$ cat src/rtl/led_ctrl.sv
// led_ctrl: multi-channel LED driver (off/on/blink/pwm/burst) sharing
// one prescaled tick and one free-running PWM counter.
module led_ctrl #(
   parameter int CH      = 2,
   parameter int CLK_HZ  = 100_000_000,
   parameter int TICK_HZ = 1000,
   parameter int VAL_W   = 16,
   parameter int PWM_W   = 8,
   parameter int CW      = (CH > 1) ? $clog2(CH) : 1
) (
   input  logic             clk,
   input  logic             rst,
   input  logic             cfg_we,
   input  logic [CW-1:0]    cfg_ch,
   input  logic [2:0]       cfg_mode,
   input  logic [VAL_W-1:0] cfg_val,
   input  logic [7:0]       cfg_cnt,
   output logic [CH-1:0]    led,
   output logic [CH-1:0]    busy,
   output logic [CH-1:0]    done
);

   localparam int PRESC = CLK_HZ / TICK_HZ;
   localparam int PW    = (PRESC > 1) ? $clog2(PRESC) : 1;

   if (PRESC < 1) begin : g_bad_presc
      $error("led_ctrl: CLK_HZ/TICK_HZ must be >= 1");
   end
   if (PWM_W > VAL_W) begin : g_bad_pwm
      $error("led_ctrl: PWM_W must not exceed VAL_W");
   end

   typedef enum logic [2:0] {
      M_OFF,
      M_ON,
      M_BLINK,
      M_PWM,
      M_BURST
   } mode_t;

   typedef enum logic [1:0] {
      B_IDLE,
      B_ON,
      B_OFF
   } bst_t;

   logic [PW-1:0]    presc_q;
   logic             tick;
   logic [PWM_W-1:0] pwm_q;
   logic             ch_ok;
   logic             wr_pwm_on;
   mode_t            wr_mode;

   assign tick = (presc_q == PW'(PRESC - 1));

   always_ff @(posedge clk) begin
      if (rst) begin
         presc_q <= '0;
         pwm_q   <= '0;
      end else begin
         presc_q <= tick ? '0 : presc_q + PW'(1);
         pwm_q   <= pwm_q + PWM_W'(1);
      end
   end

   // Extra bit so channel numbers beyond CH can be rejected.
   assign ch_ok     = ({1'b0, cfg_ch} < (CW + 1)'(CH));
   assign wr_pwm_on = (pwm_q < cfg_val[PWM_W-1:0]);

   always_comb begin
      wr_mode = M_OFF;
      unique case (cfg_mode)
         3'd1:    wr_mode = M_ON;
         3'd2:    wr_mode = M_BLINK;
         3'd3:    wr_mode = M_PWM;
         3'd4:    wr_mode = M_BURST;
         default: wr_mode = M_OFF;
      endcase
   end

   for (genvar i = 0; i < CH; i++) begin : g_ch
      mode_t            mode_q, mode_d;
      bst_t             bst_q, bst_d;
      logic [VAL_W-1:0] hval_q, hval_d;
      logic [VAL_W-1:0] ph_q, ph_d;
      logic [VAL_W-1:0] h_last;
      logic [PWM_W-1:0] duty_q, duty_d;
      logic [7:0]       rem_q, rem_d;
      logic             led_q, led_d;
      logic             busy_q, busy_d;
      logic             done_q, done_d;
      logic             wr;
      logic             ph_end;

      assign wr     = cfg_we && ch_ok && (cfg_ch == CW'(i));
      // A half-period of zero behaves as one tick.
      assign h_last = (hval_q == '0) ? '0 : hval_q - VAL_W'(1);
      assign ph_end = (ph_q == h_last);

      always_ff @(posedge clk) begin
         if (rst) begin
            mode_q <= M_OFF;
            bst_q  <= B_IDLE;
            hval_q <= '0;
            ph_q   <= '0;
            duty_q <= '0;
            rem_q  <= '0;
            led_q  <= 1'b0;
            busy_q <= 1'b0;
            done_q <= 1'b0;
         end else begin
            mode_q <= mode_d;
            bst_q  <= bst_d;
            hval_q <= hval_d;
            ph_q   <= ph_d;
            duty_q <= duty_d;
            rem_q  <= rem_d;
            led_q  <= led_d;
            busy_q <= busy_d;
            done_q <= done_d;
         end
      end

      always_comb begin
         mode_d = mode_q;
         bst_d  = bst_q;
         hval_d = hval_q;
         ph_d   = ph_q;
         duty_d = duty_q;
         rem_d  = rem_q;
         led_d  = led_q;
         busy_d = busy_q;
         done_d = 1'b0;
         if (wr) begin
            mode_d = wr_mode;
            bst_d  = B_IDLE;
            hval_d = cfg_val;
            ph_d   = '0;
            duty_d = cfg_val[PWM_W-1:0];
            rem_d  = cfg_cnt;
            busy_d = 1'b0;
            unique case (wr_mode)
               M_ON:    led_d = 1'b1;
               M_BLINK: led_d = 1'b1;
               M_PWM:   led_d = wr_pwm_on;
               M_BURST: begin
                  if (cfg_cnt == 8'd0) begin
                     mode_d = M_OFF;
                     led_d  = 1'b0;
                     done_d = 1'b1;
                  end else begin
                     bst_d  = B_ON;
                     led_d  = 1'b1;
                     busy_d = 1'b1;
                  end
               end
               default: led_d = 1'b0;
            endcase
         end else begin
            unique case (mode_q)
               M_BLINK: begin
                  if (tick) begin
                     if (ph_end) begin
                        ph_d  = '0;
                        led_d = ~led_q;
                     end else begin
                        ph_d = ph_q + VAL_W'(1);
                     end
                  end
               end
               M_PWM: led_d = (pwm_q < duty_q);
               M_BURST: begin
                  if (tick) begin
                     if (!ph_end) begin
                        ph_d = ph_q + VAL_W'(1);
                     end else begin
                        ph_d = '0;
                        unique case (bst_q)
                           B_ON: begin
                              bst_d = B_OFF;
                              led_d = 1'b0;
                           end
                           B_OFF: begin
                              rem_d = rem_q - 8'd1;
                              if (rem_q > 8'd1) begin
                                 bst_d = B_ON;
                                 led_d = 1'b1;
                              end else begin
                                 bst_d  = B_IDLE;
                                 mode_d = M_OFF;
                                 busy_d = 1'b0;
                                 done_d = 1'b1;
                              end
                           end
                           default: begin
                              bst_d  = B_IDLE;
                              mode_d = M_OFF;
                              led_d  = 1'b0;
                              busy_d = 1'b0;
                           end
                        endcase
                     end
                  end
               end
               default: ;
            endcase
         end
      end

      assign led[i]  = led_q;
      assign busy[i] = busy_q;
      assign done[i] = done_q;
   end

endmodule

$ cat config.mk
export PLATFORM = sky130hd
export DESIGN_NAME = led_ctrl
export DESIGN_NICKNAME = d
export VERILOG_FILES = /design/src/rtl/led_ctrl.sv
export SDC_FILE = /design/constraint.sdc
export NUM_CORES = 1
export LEC_CHECK = 0
export ABC_AREA = 1
export BUFFER_PORTS_ARGS = -buffer_cell sky130_fd_sc_hd__buf_2
export CAP_MARGIN = 15
export CORE_UTILIZATION = 65
export CTS_CLUSTER_DIAMETER = 120
export CTS_CLUSTER_SIZE = 24
export DETAILED_ROUTE_END_ITERATION = 8
export PLACE_DENSITY_LB_ADDON = 0.2
export SKIP_LAST_GASP = 1
export SYNTH_ARGS = -nofsm -noshare
export SYNTH_HDL_FRONTEND = slang
export SYNTH_SLANG_ARGS = --single-unit
$ cat constraint.sdc
create_clock -name clk -period 4.3 [get_ports clk]
set_input_delay 0 -clock clk [delete_from_list [all_inputs] [get_ports clk]]
set_output_delay 0 -clock clk [all_outputs]
set_load 0.005 [all_outputs]
==> flow_summary_export.csv <==
group,metric,value,unit
power_and_ir_drop,switching_power,0.000964,W
global_routing,grt_max_degree,45,
worst_setup_path,worst-path-max-fanout,33,
placed_design,port_buffers,36,
power_and_ir_drop,p_clk_share,44.9,%
sta,tns,0,ns
job,cap_violations,0,
cts,clockBufferDepth,2,
worst_setup_path,cp.required,4.62,ns
hold_path,hold_path.class,"in2reg",
logic_synthesis,async_reset_ff_share,0,%
worst_setup_path,worstSetupPathType,"reg2reg",
logic_synthesis,yosysMostFrequentCell,"nand2_1",
cts,cts_tree,"yes",
power_and_ir_drop,netSwitchingFraction,29.7,%
placed_design,place_congestion,0.930,
hold_path,hold_depth,5,
power_and_ir_drop,p_per_area,349,nW/um2
cts,clk_pin_slew,0.05,ns
sta,max_slew.worst_pin.slew,1.02,ns
floorplanning,coreArea,12200,um2
logic_synthesis,synth_cells,1297,
floorplanning,start_util,67.6,%
power_and_ir_drop,p_comb_share,18.6,%
sta,relSlewSlack,31.6,%
global_routing,grt_pass1_wl,34900,um
sta,hold_slack,0.0149,ns
sta,period_needed,2.66,ns
drt,dr.pass1.iters,8,
logic_synthesis,ys.flop_type,"dfxtp_1",
logic_synthesis,yosysUniqueCellTypes,46,
logic_synthesis,synth_edf_count,0,
drt,finalWirelength,21300,um
cts,worstSkewPairLatency,0.43,ns
sta,setup_viol_count_final,0,
sta,fin_skew,0.0106,ns
logic_synthesis,ys_seq_area_share,29.3,%
sta,period_share,61.9,%
global_routing,grt_pass1_vias,7817,
worst_setup_path,start_kind,"flip-flop",
global_routing,grtUsageTotal,33.7,%
sta,finalMaxSlewViolations,0,
logic_synthesis,post-synth-top-area-fraction,29.3,%
final_layout,nFillCells,1036,
cts,clkSinkCount,121,
drt,wire_per_inst,13.9,um
final_layout,syn_to_final_growth,12.7,%
power_and_ir_drop,leakagePower,4.14,nW
logic_synthesis,synth_nets,1359,
logic_synthesis,synth_area_leaders,"dfxtp_1 (29%), nand2_1 (14%), inv_1 (7.9%), nand3_1 (6.4%), nor2_1 (6.0%)",
logic_synthesis,ys_warn_count,0,
placed_design,detailed_place_hpwl,15300,um
drt,viasPerCell,5.69,
global_routing,grt_overflow,0,
final_layout,layout-drive-gt1-share,10.0,%
sta,hold_viol,0,
power_and_ir_drop,peakVddDrop,0.364,mV
drt,drcViolationCount,1,
final_layout,antenna_cells,0,
logic_synthesis,synth_area,8260,um2
floorplanning,die_w,115,um
logic_synthesis,syn_area_per_cell,6.37,um2
global_routing,antenna_found_initial,0,
worst_setup_path,crit_path_end_kind,"flip-flop",
floorplanning,die_h,115,um
sta,rsz0062_at_grt,"no",
logic_synthesis,yosysTopAreaCell,"dfxtp_1",
power_and_ir_drop,internal-power,0.00228,W
drt,ant_nets,0,
floorplanning,dieArea,13200,um2
power_and_ir_drop,seq_power_share,36.5,%
cts,cts_buffers,17,
logic_synthesis,ys_seq_elements,121,
status,violations,"design-rule violations",
worst_setup_path,critPathArrivalTime,2.98,ns
cts,h-tree-depth,4,
cts,cts_root_buf,"clkbuf_16",
sta,fmax,376,MHz
floorplanning,rows,40,
drt,vias,8680,
worst_setup_path,r2r_cells,18,
status,status,"finished, violations left",
logic_synthesis,synth_commonest_cells,"nand2_1 (309), inv_1 (173), nor2_1 (131), dfxtp_1 (121), nand3_1 (105)",
final_layout,nNetsFinal,1406,
floorplanning,pin_count,37,
cts,post_cts_buffers,0,
drt,drt_iter0_drc,871,
## layout by cell type (no fill, tap or decap), types with 6 or more instances in the layout
cell type      count
nand2_1          309
inv_1            173
nor2_1           130
dfxtp_1          121
nand3_1          105
a21oi_1           98
o21ai_0           73
nand4_1           57
buf_2             36
nor3_1            31
ha_1              31
dlygate4sd3_1     22
clkbuf_16         17
nor2_2            15
nand3_2           12
nor3b_1           12
nor4_1            11
nand2_2            9
inv_2              7
xor2_1             7
xnor2_1            7
nor2_4             6
## layer usage
| layer | vias up | routed length, um | global-route usage [%] |
|---|---|---|---|
| met2 | 315 | 9880 | 56.5 |
| met1 | 3950 | 9390 | 42.7 |
| met4 | 0 | 614 | 11.8 |
| met3 | 52 | 1370 | 7.41 |
| li1 | 4363 | - | - |
| met5 | - | 0 | 0 |
## final timing paths
path                                  startpoint                            end  slack (ns)
hold / removal                        cfg_cnt[5]  g_ch[0].rem_q[5]$_SDFFE_PP0P_        0.01
setup reg to reg  g_ch[0].hval_q[0]$_SDFFE_PP0P_  g_ch[0].ph_q[13]$_SDFFE_PP0P_        1.64
hold reg to reg            presc_q[0]$_SDFF_PP0_          presc_q[0]$_SDFF_PP0_        0.45
setup / recovery  g_ch[0].hval_q[0]$_SDFFE_PP0P_  g_ch[0].ph_q[13]$_SDFFE_PP0P_        1.64
## final cells by class
type / count / area (um2) / area share [%]
Tap cell: 168 / 210 / 2.26
Sequential cell: 121 / 2420 / 26.0
Clock buffer: 21 / 450 / 4.84
Timing Repair Buffer: 61 / 423 / 4.54
Inverter: 184 / 693 / 7.45
Clock inverter: 11 / 146 / 1.57
Multi-Input combinational cell: 959 / 4960 / 53.3
## worst max-delay path: stages (launching register included)
cell and delay [ns]:
dfxtp_1 0.35, inv_1 0.11, ha_1 0.26, nand2_2 0.13, nor2_2 0.07, nand2_4 0.29
nand2_1 0.09, nand2_1 0.11, nand2_4 0.06, nor2_4 0.14, nand2_1 0.08, nor2_1 0.11
nand2_1 0.06, nor2_1 0.12, nand4_1 0.17, nand2_2 0.20, inv_2 0.08, nand3_1 0.08
inv_1 0.04
## power groups by stage
stage	combinational, W	clock (W)	sequential, W
global placement	0.000551	0	0.00121
floorplan	0.000454	0	0.00120
global route	0.000676	0.00152	0.00119
detailed placement	0.000566	0	0.00121
CTS	0.000590	0.00147	0.00118
finish	0.000603	0.00146	0.00119
## registers in the layout, summed over array words and instances (netlist names), 4 cells and up
name	count
g_ch.rem_q	16
g_ch.mode_q	6
g_ch.hval_q	32
g_ch.ph_q	32
g_ch.bst_q	4
pwm_q	8
presc_q	17
## cell families after synthesis
group	synth area share, %
XOR/XNOR	1.48
AO/OA/AOI/OAI	12.4
adder cells (fa/ha/maj)	4.70
flip-flops	29.3
AND/OR/NAND/NOR	41.5
buffers and inverters	10.6
## per-stage QoR
stage / std cells / util [%] / setup WS (ns) / instance area (um2) / power (W)
finish: 1525 / 76.2 / 1.64 / 9310 / 0.00325
global route: 1525 / 76.2 / 1.34 / 9310 / 0.00338
CTS: 1525 / 76.2 / 1.67 / 9310 / 0.00324
detailed placement: 1471 / 69.5 / 1.73 / 8490 / 0.00177
global placement: 1471 / 69.5 / 1.83 / 8490 / 0.00176
floorplan: 1297 / - / 2.12 / 8260 / 0.00165
## repair_timing
| action | 4_1_cts | 5_1_grt |
|---|---|---|
| resized for setup | 0 | 0 |
| endpoints found under the hold margin | 41 | 0 |
| hold buffers | 22 | 0 |
Power figures use the tool's default switching activity.
